==> config.mk <==
export PLATFORM = sky130hd
export DESIGN_NAME = serial_magcom
export DESIGN_NICKNAME = d
export VERILOG_FILES = /design/src/rtl/magcom_pkg.sv /design/src/rtl/digit_cmp.sv /design/src/rtl/serial_magcom.sv
export SDC_FILE = /design/constraint.sdc
export NUM_CORES = 1
export LEC_CHECK = 0
export BUFFER_PORTS_ARGS = -buffer_cell sky130_fd_sc_hd__buf_2
export CELL_PAD_IN_SITES_DETAIL_PLACEMENT = 1
export CELL_PAD_IN_SITES_GLOBAL_PLACEMENT = 1
export CORE_UTILIZATION = 35
export CTS_CLUSTER_SIZE = 28
export DETAILED_ROUTE_END_ITERATION = 16
export GPL_TIMING_DRIVEN = 0
export HOLD_SLACK_MARGIN = 0.15
export PLACE_DENSITY_LB_ADDON = 0.25
export SYNTH_ARGS = -nofsm -noshare
export SYNTH_HDL_FRONTEND = slang
export SYNTH_SLANG_ARGS = --single-unit
==> constraint.sdc <==
create_clock -name clk -period 2.12 [get_ports clk]
set_clock_uncertainty 0.2 [all_clocks]
set_input_delay 0.212 -clock clk [delete_from_list [all_inputs] [get_ports clk]]
set_output_delay 0.212 -clock clk [all_outputs]
set_load 0.02 [all_outputs]
==> src/rtl/magcom_pkg.sv <==
// magcom_pkg: shared types and helpers for the serial magnitude comparator.
// Contents: FSM state enum, comparison result enum, counter width helper.
package magcom_pkg;

    typedef enum logic {S_IDLE, S_RUN} state_t;

    typedef enum logic [1:0] {CMP_LT, CMP_EQ, CMP_GT} cmp_t;

    // Bits needed to hold a digit count of 0..ndig.
    function automatic int cnt_w(input int ndig);
        return $clog2(ndig + 1);
    endfunction

endpackage

==> src/rtl/digit_cmp.sv <==
// digit_cmp: combinational unsigned compare of one DIGIT-bit digit.
// Ports: x, y = digits to compare; lt/gt/eq = x<y, x>y, x==y.
module digit_cmp #(
    parameter int DIGIT = 4
) (
    input  logic [DIGIT-1:0] x,
    input  logic [DIGIT-1:0] y,
    output logic             lt,
    output logic             gt,
    output logic             eq
);

    assign lt = x < y;
    assign gt = x > y;
    assign eq = x == y;

endmodule

==> src/rtl/serial_magcom.sv <==
// serial_magcom: multi-cycle MSB-first magnitude comparator with early exit.
// Ports: clk/rst (sync, active-high); start/a/b/is_signed = request and operands;
//        busy = compare in progress; done = one-cycle result strobe;
//        lt/gt/eq/cycles = result of the last completed compare.
module serial_magcom
    import magcom_pkg::*;
#(
    parameter int WIDTH = 16,
    parameter int DIGIT = 4
) (
    input  logic                                clk,
    input  logic                                rst,
    input  logic                                start,
    input  logic [WIDTH-1:0]                    a,
    input  logic [WIDTH-1:0]                    b,
    input  logic                                is_signed,
    output logic                                busy,
    output logic                                done,
    output logic                                lt,
    output logic                                gt,
    output logic                                eq,
    output logic [cnt_w(WIDTH/DIGIT)-1:0]       cycles
);

    localparam int NDIG = WIDTH / DIGIT;
    localparam int CW   = cnt_w(NDIG);

    state_t           state;
    logic [WIDTH-1:0] sa, sb;
    logic [CW-1:0]    cnt;
    logic             dlt, dgt, deq;
    logic             last;

    // Flipping the MSB maps two's-complement order onto unsigned order.
    logic [WIDTH-1:0] flip;
    assign flip = WIDTH'(is_signed) << (WIDTH - 1);

    assign last = cnt == CW'(NDIG - 1);

    digit_cmp #(.DIGIT(DIGIT)) u_dig (
        .x  (sa[WIDTH-1 -: DIGIT]),
        .y  (sb[WIDTH-1 -: DIGIT]),
        .lt (dlt),
        .gt (dgt),
        .eq (deq)
    );

    always_ff @(posedge clk) begin
        if (rst) begin
            state  <= S_IDLE;
            busy   <= 1'b0;
            done   <= 1'b0;
            lt     <= 1'b0;
            gt     <= 1'b0;
            eq     <= 1'b0;
            cycles <= '0;
            sa     <= '0;
            sb     <= '0;
            cnt    <= '0;
        end else begin
            done <= 1'b0;
            case (state)
                S_IDLE: if (start) begin
                    sa    <= a ^ flip;
                    sb    <= b ^ flip;
                    cnt   <= '0;
                    busy  <= 1'b1;
                    state <= S_RUN;
                end
                S_RUN: if (!deq || last) begin
                    lt     <= dlt;
                    gt     <= dgt;
                    eq     <= deq;
                    cycles <= cnt + CW'(1);
                    done   <= 1'b1;
                    busy   <= 1'b0;
                    state  <= S_IDLE;
                end else begin
                    sa  <= sa << DIGIT;
                    sb  <= sb << DIGIT;
                    cnt <= cnt + CW'(1);
                end
                default: state <= S_IDLE;
            endcase
        end
    end

endmodule

==> results.md <==
- Setup TNS: 0 ps
- Int Power: 1.39 mW
- Overall Power: 2.05 mW
- Vias in the first global route: 1891
- Final Slew Violations: 0
- Final GP Congestion: 0.790
- Clk sinks: 44
- Pwr dens: 736 nW/um2
- Initial antenna violation count: 0
- Cell Area, Synth: 2040 um2
- Pin count of the biggest net entering global routing: 16
- Peak supply drop: 0.333 mV
- RSZ-0062 raised after global routing: no
- HP Class: primary input to register
- Post-CTS Setup Inserts: 0
- Clock buffer depth: 2
- Die area: 6140 um2
- Iter 0 DRT Violations: 52
- Synth Area in Compound Gates: 18.7%
- Critical path capture point type: register
- Worst-Skew Late Latency: 300 ps
- Hold Path Depth: 5
- Reg2reg start: cnt[0]
- Io pins: 44
- Fmax: 0.507 GHz
- First drt pass iteration count: 4
- Least-Margin Pin Slew: 661 ps
- Commonest non-fill, non-tap cells in the layout: 45 x buf_2, 44 x dfxtp_1, 34 x dlygate4sd3_1, 27 x nor2_1, 22 x mux2i_1
- Post-Synth Simple-Gate Area: 15.5%
- Routed vias/inst: 4.92
- Fin crit period: 1970 ps
- Max-cap viol count: 0
- Largest family of logic cells by synthesized area: compound AO/OA/AOI/OAI gates
- Chip height: 78.4 um
- Endpoints failing setup: 0
- Final Hold Viols: 0
- Final nets: 341
- Crit path kind: register to register
- FF-to-FF End: sb[7]
- Port bufs: 42
- Drc violations: 0
- R2r worst-path depth: 8
- Synth top area cells: dfxtp_1 43%, mux2i_1 11%, a211oi_2 6.1%
- Synth Area in Adders: 3.68%
- Clock share of power: 26.8%
- Routed length per instance: 14.9 um
- CTS H-tree lvls: 2
- Ratio of cells with drive above 1 in the final layout: 25.0%
- Worst setup SP type: register
- Most common cell after layout, fill and taps aside: buf_2
- Leakage: 1.10 nW
- Overall routing resource usage: 19.7%
- Post-detailed-route count of antenna-violating nets: 0
- Clock transition at the registers of the reported paths: 90 ps
- Syn nets: 258
- Max-slew headroom: 55.9%
- Hpwl dp: 3710 um
- Critical path data arrival time: 1990 ps
- Root Driver: clkbuf_8
- Share of the synthesized area in the top cell type: 43.1%
- Inserted Clock Buffers: 5
- WL final: 5540 um
- XOR/XNOR share of the synthesized area: 0.858%
- Syn Inst Count: 216
- Fin crit share: 93.1%
- Status: complete, no violations
- Synth unique cells: 29
- First-pass GRT wire length: 9260 um
- Sw Pwr: 652 uW
- Total gr overflow: 0
- Synthesized area per cell: 9.45 um2
- Cell accounting for the most synthesized area: dfxtp_1
- Share of total power in combinational logic: 26.7%
- Syn. warnings: 0
- Hold EP: sa[15]
- Die Span X: 78.4 um
- Min-delay src: a[15]
- Vias post-DR: 1832
- Cell Rows: 27
- Area of the core: 5570 um2
- Ant diodes: 0
- Initial Utilization: 36.6%
- #FFs+latches synth: 44
- Sw frac: 31.9%
- Sequential fraction of the synthesis area: 43.1%
- Reg power frac: 46.5%
- Critical Path RT: 2140 ps
- Syn-to-layout area delta: 36.0%
- FF-to-FF setup slack: 150 ps
- CTS tree: built
- Post-synthesis mux area share: 11.3%
- Crit-path max FO: 10
Yosys cell counts (all sizes together):
cell type and n:
a211oi 24, a21oi 19, and4 1, buf 11
clkbuf 6, dfxtp 44, ha 6, inv 5
mux2 1, mux2i 22, nand2 18, nand2b 4
nand3 12, nand4 1, nor2 27, nor2b 3
o211ai 2, o21a 1, o21ai 6, or3 1
xnor2 2
cells by family (layout without fill, tap and decap cells):
family | Yosys count | count (layout)
compound gates | 52 | 52
xor+xnor | 2 | 2
fa+ha+maj | 6 | 6
buf+inv | 22 | 106
flops | 44 | 44
mux | 23 | 23
simple gates | 67 | 67
critical path, cell delays in order (launching register included):
cell and delay [ps]:
dfxtp_1 340, ha_1 210, ha_2 210, nand2b_1 180
o21ai_2 180, buf_6 170, buf_8 140, nor2_1 50
a211oi_2 200
stage by stage:
stage | setup WS [ps] | util [%] | std cells | hold WS (ps) | cell area [um2]
after floorplan | 356 | - | 216 | 148 | 2040
after global placement | 158 | 42.0 | 330 | 245 | 2340
after detailed placement | 165 | 42.0 | 330 | 253 | 2340
after CTS | 143 | 49.8 | 372 | 163 | 2780
after global routing | 15.6 | 49.8 | 372 | 211 | 2780
final | 146 | 49.8 | 372 | 164 | 2780
layout make-up:
type                       count  area, um2
timing repair buffer          76        551
tap                           72       90.1
clock buffer                   5       68.8
multi-input combinational    150       1020
inverter                       5       18.8
clock inverter                 3       23.8
buffer                        17        120
fill                         667       2800
sequential                    44        881
registers in the layout, summed over array words and instances (netlist names):
signal and flops:
cnt 3, state 1, eq 1, cycles 3, busy 1, sa 16, lt 1, sb 16
gt 1, done 1
power by group through the flow:
stage	logic (mW)	clock network [mW]	registers [mW]
4_1_cts	0.546	0.562	0.950
2_1_floorplan	0.347	0	0.975
3_3_place_gp	0.486	0	0.967
6_report	0.545	0.549	0.951
3_5_place_dp	0.495	0	0.970
5_1_grt	0.607	0.592	0.959
worst max-delay path by stage:
stage | startpoint | end | cells after the start
6_report | cnt[0] | sb[7] | 8
5_1_grt | sb[14] | sb[7] | 8
4_1_cts | cnt[0] | sb[13] | 8
3_5_place_dp | cnt[0] | sb[13] | 8
3_3_place_gp | sb[15] | lt | 6
2_1_floorplan | cnt[0] | sb[12] | 8
routing by layer:
| layer | wire, um | up-vias | share of wire (%) | global-route usage, % |
|---|---|---|---|---|
| met1 | 2550 | 873 | 46 | 24.7 |
| met3 | 130 | 5 | 2.3 | 3.60 |
| met4 | 44 | 0 | 0.79 | 5.56 |
| met5 | 0 | - | 0 | 0 |
| li1 | - | 926 | - | - |
| met2 | 2820 | 28 | 51 | 34.3 |
timing repair:
item                                   in CTS  in global routing
resized for setup                           0                  1
setup endpoints to repair                   0                  1
hold buffers                               34                  0
endpoints found under the hold margin      33                  0
(Power assumes the default switching activity.)
